File: src/rtl/config_pkg.sv
// Shared definitions for the UART image runner: run-sequencer states and
// the 8N1 frame geometry used by the serializer.
package config_pkg;

  typedef enum logic [1:0] {
    IDLE,
    SEND,
    NEXT,
    DONE
  } run_state_e;

  localparam int FRAME_BITS = 10;  // start + 8 data + stop
  localparam int DATA_BITS  = 8;

endpackage

File: src/rtl/uart_tx.sv
// 8N1 UART serializer. It accepts a byte on valid_i && ready_o and drives
// the start bit in the following cycle. ready_o is also high during the last
// cycle of the stop bit, so a byte offered then continues the line with no
// idle gap.
module uart_tx
  import config_pkg::*;
#(
  parameter int CLKS_PER_BIT = 434
) (
  input  logic                 clk_i,
  input  logic                 rst_i,
  input  logic                 valid_i,
  input  logic [DATA_BITS-1:0] data_i,
  output logic                 ready_o,
  output logic                 tx_o
);

  localparam int              CW       = (CLKS_PER_BIT > 1) ? $clog2(CLKS_PER_BIT) : 1;
  localparam logic [CW-1:0]   CLK_LAST = CW'(CLKS_PER_BIT - 1);
  localparam logic [3:0]      BIT_LAST = 4'(FRAME_BITS - 1);

  logic                 active;
  logic [DATA_BITS:0]   shift_q;   // remaining data bits with the stop bit on top
  logic [CW-1:0]        clk_cnt;
  logic [3:0]           bit_cnt;
  logic                 last_cycle;

  assign last_cycle = active && (clk_cnt == CLK_LAST) && (bit_cnt == BIT_LAST);
  assign ready_o    = !active || last_cycle;

  // Bit timing and shifting; the line is a registered output so it never glitches.
  // NOTE: state is updated with non-blocking assignments so every register
  // samples the pre-edge values, regardless of statement order.
  always_ff @(posedge clk_i) begin
    if (rst_i) begin
      active  <= 1'b0;
      tx_o    <= 1'b1;
      shift_q <= '0;
      clk_cnt <= '0;
      bit_cnt <= '0;
    end else if (valid_i && ready_o) begin
      active  <= 1'b1;
      tx_o    <= 1'b0;
      shift_q <= {1'b1, data_i};
      clk_cnt <= '0;
      bit_cnt <= '0;
    end else if (active) begin
      if (clk_cnt == CLK_LAST) begin
        clk_cnt <= '0;
        if (bit_cnt == BIT_LAST) begin
          active <= 1'b0;
          tx_o   <= 1'b1;
        end else begin
          bit_cnt <= bit_cnt + 4'd1;
          tx_o    <= shift_q[0];
          shift_q <= {1'b1, shift_q[DATA_BITS:1]};
        end
      end else begin
        clk_cnt <= clk_cnt + CW'(1);
      end
    end
  end

endmodule

File: src/rtl/picorv_uart_runner.sv
// Byte-image runner: holds a small byte image and streams bytes 0..len-1 over
// a UART, repeated for a number of passes, with no gap between frames.
// Optional feature: define RUNNER_CHECKSUM_EN to add checksum_o, the modulo-256
// sum of every byte sent in the current/last run.
module picorv_uart_runner
  import config_pkg::*;
#(
  parameter int CLKS_PER_BIT = 434,
  parameter int MEM_BYTES    = 256
) (
  input  logic                         clk_i,
  input  logic                         rst_i,
  input  logic                         mem_we_i,
  input  logic [$clog2(MEM_BYTES)-1:0] mem_addr_i,
  input  logic [7:0]                   mem_wdata_i,
  input  logic [$clog2(MEM_BYTES):0]   len_i,
  input  logic [7:0]                   repeat_i,
  input  logic                         start_i,
  output logic                         busy_o,
  output logic                         done_o,
  output logic                         uart_tx_o
`ifdef RUNNER_CHECKSUM_EN
  ,
  output logic [7:0]                   checksum_o
`endif
);

  localparam int AW = $clog2(MEM_BYTES);
  localparam int LW = AW + 1;
  localparam int TW = LW + 8;  // wide enough for len * repeat

  logic [7:0]    mem [MEM_BYTES];
  run_state_e    state;
  logic [AW-1:0] idx;       // image address of the next byte to hand to the serializer
  logic [LW-1:0] len_q;
  logic [TW-1:0] left;      // bytes still to be handed over after the current one
  logic [LW-1:0] len_sat;
  logic          run_ok;
  logic [AW-1:0] rd_addr;
  logic [7:0]    tx_data;
  logic          tx_valid;
  logic          tx_ready;

  function automatic logic [AW-1:0] step_idx(input logic [AW-1:0] cur,
                                             input logic [LW-1:0] len);
    return ({1'b0, cur} == len - LW'(1)) ? '0 : cur + AW'(1);
  endfunction

  assign len_sat = (len_i > LW'(MEM_BYTES)) ? LW'(MEM_BYTES) : len_i;
  assign run_ok  = (len_i != '0) && (repeat_i != '0);
  assign rd_addr = (state == IDLE) ? '0 : idx;
  assign tx_data = mem[rd_addr];

  // Image write port; writes are locked out while a run is streaming.
  // NOTE: the image array has no reset so contents survive rst_i and the
  // array can map onto plain RAM.
  always_ff @(posedge clk_i) begin
    if (mem_we_i && !busy_o) begin
      mem[mem_addr_i] <= mem_wdata_i;
    end
  end

  // Offer a byte on run accept, and at the last stop-bit cycle while bytes remain.
  // NOTE: tx_valid gets a default before the case so no latch is inferred.
  always_comb begin
    tx_valid = 1'b0;
    case (state)
      IDLE:    tx_valid = start_i && run_ok;
      SEND:    tx_valid = tx_ready && (left != '0);
      default: tx_valid = 1'b0;
    endcase
  end

  // Run sequencer. NEXT overlaps the start bit of the byte just handed over,
  // so it never adds line time; the final byte goes straight to DONE.
  always_ff @(posedge clk_i) begin
    if (rst_i) begin
      state  <= IDLE;
      busy_o <= 1'b0;
      done_o <= 1'b0;
      idx    <= '0;
      len_q  <= '0;
      left   <= '0;
`ifdef RUNNER_CHECKSUM_EN
      checksum_o <= '0;
`endif
    end else begin
      done_o <= 1'b0;
      case (state)
        IDLE: begin
          if (start_i) begin
            if (run_ok) begin
              state  <= SEND;
              busy_o <= 1'b1;
              len_q  <= len_sat;
              left   <= TW'(len_sat) * TW'(repeat_i) - TW'(1);
              idx    <= step_idx('0, len_sat);
`ifdef RUNNER_CHECKSUM_EN
              checksum_o <= tx_data;
`endif
            end else begin
              state  <= DONE;
              done_o <= 1'b1;
`ifdef RUNNER_CHECKSUM_EN
              checksum_o <= '0;
`endif
            end
          end
        end
        SEND: begin
          if (tx_ready) begin
            if (left != '0) begin
              state <= NEXT;
              idx   <= step_idx(idx, len_q);
`ifdef RUNNER_CHECKSUM_EN
              checksum_o <= checksum_o + tx_data;
`endif
            end else begin
              state  <= DONE;
              busy_o <= 1'b0;
              done_o <= 1'b1;
            end
          end
        end
        NEXT: begin
          left  <= left - TW'(1);
          state <= SEND;
        end
        DONE: begin
          state <= IDLE;
        end
        default: state <= IDLE;
      endcase
    end
  end

  uart_tx #(
    .CLKS_PER_BIT(CLKS_PER_BIT)
  ) u_uart_tx (
    .clk_i  (clk_i),
    .rst_i  (rst_i),
    .valid_i(tx_valid),
    .data_i (tx_data),
    .ready_o(tx_ready),
    .tx_o   (uart_tx_o)
  );

endmodule

File: config.mk
export PLATFORM = sky130hd
export DESIGN_NAME = picorv_uart_runner
export DESIGN_NICKNAME = d
export VERILOG_FILES = /design/src/rtl/config_pkg.sv /design/src/rtl/uart_tx.sv /design/src/rtl/picorv_uart_runner.sv
export SDC_FILE = /design/constraint.sdc
export NUM_CORES = 2
export LEC_CHECK = 0
export CORE_MARGIN = 2
export CORE_UTILIZATION = 50
export CTS_BUF_LIST = sky130_fd_sc_hd__clkbuf_4 sky130_fd_sc_hd__clkbuf_8 sky130_fd_sc_hd__clkbuf_16
export CTS_CLUSTER_DIAMETER = 30
export CTS_CLUSTER_SIZE = 14
export DETAILED_ROUTE_END_ITERATION = 12
export HOLD_SLACK_MARGIN = 0.02
export PLACE_DENSITY = 0.71
export SLEW_MARGIN = 40
export SYNTH_ARGS = -nofsm -noshare
export SYNTH_HDL_FRONTEND = slang
export SYNTH_SLANG_ARGS = --single-unit
File: constraint.sdc
create_clock -name clk_i -period 17.4 [get_ports clk_i]
set_input_delay 4.35 -clock clk_i [delete_from_list [all_inputs] [get_ports clk_i]]
set_output_delay 4.35 -clock clk_i [all_outputs]
set_load 0.05 [all_outputs]
**Word-level counts from Yosys, hierarchy flattened**

Memories as Yosys holds them, arrays and structs flattened.
Cells that the tools add are included.

- Bits of input ports: 37
- Output and inout port bits: 3
- RAM bits: 2048
- Flip-flop bits (word level): 62
- Memories kept: 1

Memories:

| memory | words | bits a word | read ports | clocked after memory_dff | wr ports | line | source |
|---|---|---|---|---|---|---|---|
| mem | 256 | 8 | 1 | 0 | 1 | picorv_uart_runner.sv:32 | `logic [7:0] mem [MEM_BYTES];` |

- Reduce and logical (&&, ||, !) cells: 28
- Mux-type cells: 43
- Order comparisons: 1
- Add/subtract/negate cells: 7
- Bitwise logic cells: 1
- Multipliers: 1
- Eq/ne operators: 12

Operators with widths:

| cell | count |
|---|---|
| two-way mux 9 bit | 6 |
| two-way mux 8 bit | 6 |
| two-way mux 17 bit | 2 |
| case mux 17 bit (2 select lines) | 1 |
| subtractor 17 x 1 -> 17 bit, second input constant | 2 |
| two-way mux 1 bit | 20 |
| subtractor 9 x 1 -> 9 bit, second input constant | 2 |
| multiplier 9 x 8 -> 17 bit | 1 |
| nonzero test 17 bit | 1 |
| case mux 8 bit (2 select lines) | 1 |
| inequality test 2 bit, second input constant | 6 |
| AND reduction 3 bit | 4 |
| AND reduction 5 bit | 2 |
| adder 9 x 1 -> 9 bit, second input constant | 1 |
| == test 8 x 9 -> 1 bit | 1 |
| == test 9 bit, second input constant | 1 |
| > comparator 9 bit, second input constant | 1 |
| zero test 9 bit | 1 |
| nonzero test 9 bit | 1 |
| adder 8 x 1 -> 8 bit, second input constant | 1 |
| case mux 2 bit (4 select lines) | 1 |
| nonzero test 2 bit | 4 |
| nonzero test 8 bit | 1 |
| logical AND 1 bit | 7 |
| 12 further kinds | 19 |

**Depth between registers and ports, before layout**

- Word-level depth: 9
- Gate-level depth with buffers: 20
- Mapped depth without buffers: 19

**Hierarchy**

Synthesis repeated with hierarchy kept, for this count alone.

- Cell total of the unflattened synthesis: 5709
- Area, all modules: 86073.8 µm²

By module, submodules not included:

| module | area each (µm²) | times used | cells each |
|---|---|---|---|
| picorv_uart_runner | 84835.1 | 1 | 5562 |
| uart_tx | 1238.7 | 1 | 147 |

**Worst setup path before layout**

Ideal clock, no wire load.

- Path kind: in2reg
- Start point: input len_i[4]
- End point: register left[16]
- Arrival time: 8449 ps
- Buffers on the path: 1
- Setup slack: 8837 ps
- Stages: 19
- Library setup time: 115 ps
- Data required time: 17285 ps
- Path through: nor2b_1 -> clkbuf_1 -> and2_1 -> fa_1 -> inv_1 -> fa_1 -> inv_1 -> fa_1 -> inv_1 -> fa_1 -> inv_1 -> ha_1 -> o21ai_0 -> o21a_1 -> o31ai_1 -> o21ai_0 -> a21oi_1 -> mux2i_1 -> a2111oi_0

- Longest elaborated chain between the ends: 7
- Elaborated cells between the ends (all ways): 11
- Those cells by class: add/sub: 1; mul: 1; order compare: 1; eq/ne: 1; mux: 4; reduce/logical: 3

Ends and longest elaborated chain:

| what | line | source |
|---|---|---|
| start: declaration | picorv_uart_runner.sv:16 | `input logic [$clog2(MEM_BYTES):0] len_i,` |
| > comparator 9 bit | picorv_uart_runner.sv:49 | `assign len_sat = (len_i > LW'(MEM_BYTES)) ? LW'(MEM_BYTES) : len_i;` |
| two-way mux 9 bit | picorv_uart_runner.sv:49 |  |
| multiplier 9 x 8 -> 17 bit | picorv_uart_runner.sv:96 | `left <= TW'(len_sat) * TW'(repeat_i) - TW'(1);` |
| subtractor 17 x 1 -> 17 bit | picorv_uart_runner.sv:96 |  |
| two-way mux 17 bit | picorv_uart_runner.sv:92 | `if (run_ok) begin` |
| two-way mux 17 bit | picorv_uart_runner.sv:91 | `if (start_i) begin` |
| case mux 17 bit (2 select lines) | picorv_uart_runner.sv:89 | `case (state)` |
| end signal: assignment | picorv_uart_runner.sv:96 |  |
| end signal: assignment | picorv_uart_runner.sv:126 | `left <= left - TW'(1);` |
| end: declaration | picorv_uart_runner.sv:36 | `logic [TW-1:0] left;` |

Parallel ways exist; a longest one is shown, timed or not. The select of a mux whose other input is x is not followed.
A chain may end at the register's enable or synchronous reset.

**Final worst setup path**

- Start point: input len_i[8]
- End point: register left[16]

Same word-level chain as after synthesis.

==> flow_metrics.tcl <==
set metrics [dict create \
    status "finished clean" \
    vias 56800 \
    io-pin-count 40 \
    synth_top_family_by_area "compound AO/OA/AOI/OAI gates" \
    worst-path-max-fanout 19 \
    crit_arrival_ns 10.36 \
    syn_area_um2 86100 \
    tritoncts "yes" \
    dp_hpwl_mm 158 \
    ant_nets 0 \
    synth_compound_area_share_pct 9.86 \
    fin_crit_sh_pct 55.0 \
    wirelength_mm 271 \
    clk_pin_slew_ns 0.05 \
    core_um2 171000 \
    cpPeakStageDelay_ns 0.80 \
    drive_above_1_share_pct 18.6 \
    synth_top_area_share_pct 71.4 \
    grt_pass1_wl_mm 388 \
    critPathRequiredTime_ns 18.19 \
    synth_top_flop_cell "edfxtp_1" \
    port_buffers 39 \
    worst-path-buf-inv 4 \
    cp_top_family "adder cells" \
    relSlewSlack_pct 35.3 \
    dieArea_um2 176000 \
    nNetsFinal 6042 \
    clockBufferDepth 4 \
    dr.pass1.iters 7 \
    p_per_area_nw_per_um2 139 \
    grt-ovfl-total 0 \
    synthTopCellsByCount "edfxtp_1, nand2_1, nor2_1" \
    yosys.area_share.simple_pct 6.96 \
    hold_buffers 0 \
    viasPerCell 6.66 \
    numCtsBuffers 395 \
    setup_violations 0 \
    r2r_setup_slack_ns 11.26 \
    tightestPinTransition_ns 0.971 \
    cpMostUsedCell "fa_1" \
    final_critical_path_setup_slack_ns 7.83 \
    synth_xor_xnor_area_share_pct 0.325 \
    skew_ns 0.0530 \
    die_w_um 419 \
    grt_max_degree 125 \
    grt_pass1_vias 55200 \
    synth_top_area_cell "edfxtp_1" \
    synthTopCellsByArea "edfxtp_1, mux2i_1, mux4_2" \
    slowest_stage "nor2b_1" \
    ys_seq_elements 2110 \
    yosys.cell_types.count 86 \
    netlist_instances 5716 \
    async_reset_ff_share_pct 0 \
    path_cells "clkdlybuf4s50_1 > nor2b_1 > nand2_1 > fa_1 > inv_1 > fa_1 > fa_1 > inv_1 > fa_1 > inv_1 > ha_1 > a211oi_1 > o21a_1 > o31ai_1 > o21ai_0 > a21oi_1 > mux2i_1 > a2111oi_0" \
    final_cells 8534 \
    antenna_found_initial 12 \
    htreeDepth 5 \
    track_usage_pct 30.6 \
    cap_violations 0 \
    start_util_pct 50.3 \
    die_height_um 419 \
    synth_edf_count 2048 \
    cp-end-kind "register" \
    synthAdderAreaFrac_pct 1.79 \
    max_freq_mhz 104 \
    hold_class "reg -> reg" \
    clkLatencyLatePin_ns 0.93 \
    cts_root_buf "clkbuf_16" \
    drtIter0Drc 9668 \
    dp_cells 7817 \
    ys_seq_area_share_pct 72.8 \
    rows 152 \
    cts_sinks 2110 \
    remaining_drc_errors 0 \
    post_cts_buffers 0 \
    startpoint_type "primary input" \
    routedWlPerCell_um 31.8 \
    cts_resized 0 \
    finalHoldViolations 0 \
    pre_cts_slack_ns 6.89 \
    ys_warn_count 0 \
    muxShareOfSynthArea_pct 5.76 \
    worst_hold_slack_ns 0.478 \
    rsz0062_at_grt "no" \
    min_period_ns 9.57 \
    final_max_slew_viol_count 0 \
    area_growth_syn_to_layout_pct 19.5 \
    fin_tns_setup_ns 0 \
    p_leak_nw 33.6 \
    syn_nets 5848 \
    synth_area_per_cell_um2 15.1 \
    crit_type "in -> reg" \
    yosysMostFrequentCell "edfxtp_1" \
    gp_congestion 0.972 \
    peakVddDrop_uv 109 \
]
path summary, 6_finish.rpt:
check	start	to	depth (start not counted)
worst max-delay path	len_i[8]	left[16]	18
worst min-delay path	left[9]	left[9]	1
worst max register to register	idx[0]	u_uart_tx.shift_q[3]	13
worst min register to register	left[9]	left[9]	1
registers in the layout, indices dropped and copies added (netlist names):
signal	flops
done_o	1
u_uart_tx.shift_q	9
idx	8
u_uart_tx.active	1
u_uart_tx.tx_o	1
state	2
len_q	9
u_uart_tx.bit_cnt	4
busy_o	1
mem	2048
u_uart_tx.clk_cnt	9
left	17
routing by layer:
layer  track usage [%]  vias up  part of all wire, %
met4              17.3       18                  6.2
met1              40.3    28100                   35
met3              9.65      993                   15
met2              44.9     4730                   44
li1                  -    22900                    -
met5                 0        -                0.039
cell type report:
class / count / area, µm²
diodes: 10 / 25.0
clock buffers: 437 / 10300
clock inverters: 264 / 2920
fillers: 12100 / 68400
inverters: 98 / 370
multi-input cells: 3124 / 22000
flip-flops and latches: 2110 / 62800
well taps: 2310 / 2890
repair buffers: 181 / 1650
through the flow:
step                      total power [mW]  util (%)  instance area [µm²]
after floorplan                       6.35         -                86100
after global placement                6.72      51.9                89000
after detailed placement              6.74      52.1                89200
after CTS                             14.2      59.8               102000
after global routing                  14.6      60.1               103000
final                                 14.3      60.1               103000
cell usage in the layout, fill, tap and decap left out, types with 85 or more instances in the layout:
cell,count
o221ai_1,126
nand2_1,489
a31oi_1,86
a21oi_1,263
nor2_2,116
inv_1,96
clkbuf_16,400
mux2i_1,255
buf_4,120
o21ai_0,192
o22ai_1,160
nor2_1,336
mux4_2,85
edfxtp_1,2048
cells by family (layout without fill, tap and decap cells):
kind of cell,Yosys count,count (layout)
AOI/OAI and AO/OA,1259,1259
xor gates and xnor gates,32,32
adders and majority gates,95,95
buffers and inverters,482,980
DFF,2110,2110
muxes,384,384
other,0,10
and+or+nand+nor,1354,1354
worst reg2reg max path, cell delays in order (launching register included):
cell and delay [ns]:
dfxtp_4 0.73, buf_4 0.68, buf_4 0.70, buf_4 0.68, buf_4 0.64, nor3_2 0.13
buf_4 0.30, and3_1 0.27, a211o_1 0.23, nor4b_1 0.78, o211ai_1 0.22, nand3_1 0.31
a211oi_1 0.10, a211o_1 0.26
power breakdown:
part           switching (mW)  internal, mW
Sequential             0.0342          5.61
Combinational           0.731         0.323
Clock                    2.60          4.99
Total                    3.36          10.9
Power figures use the tool's default switching activity.
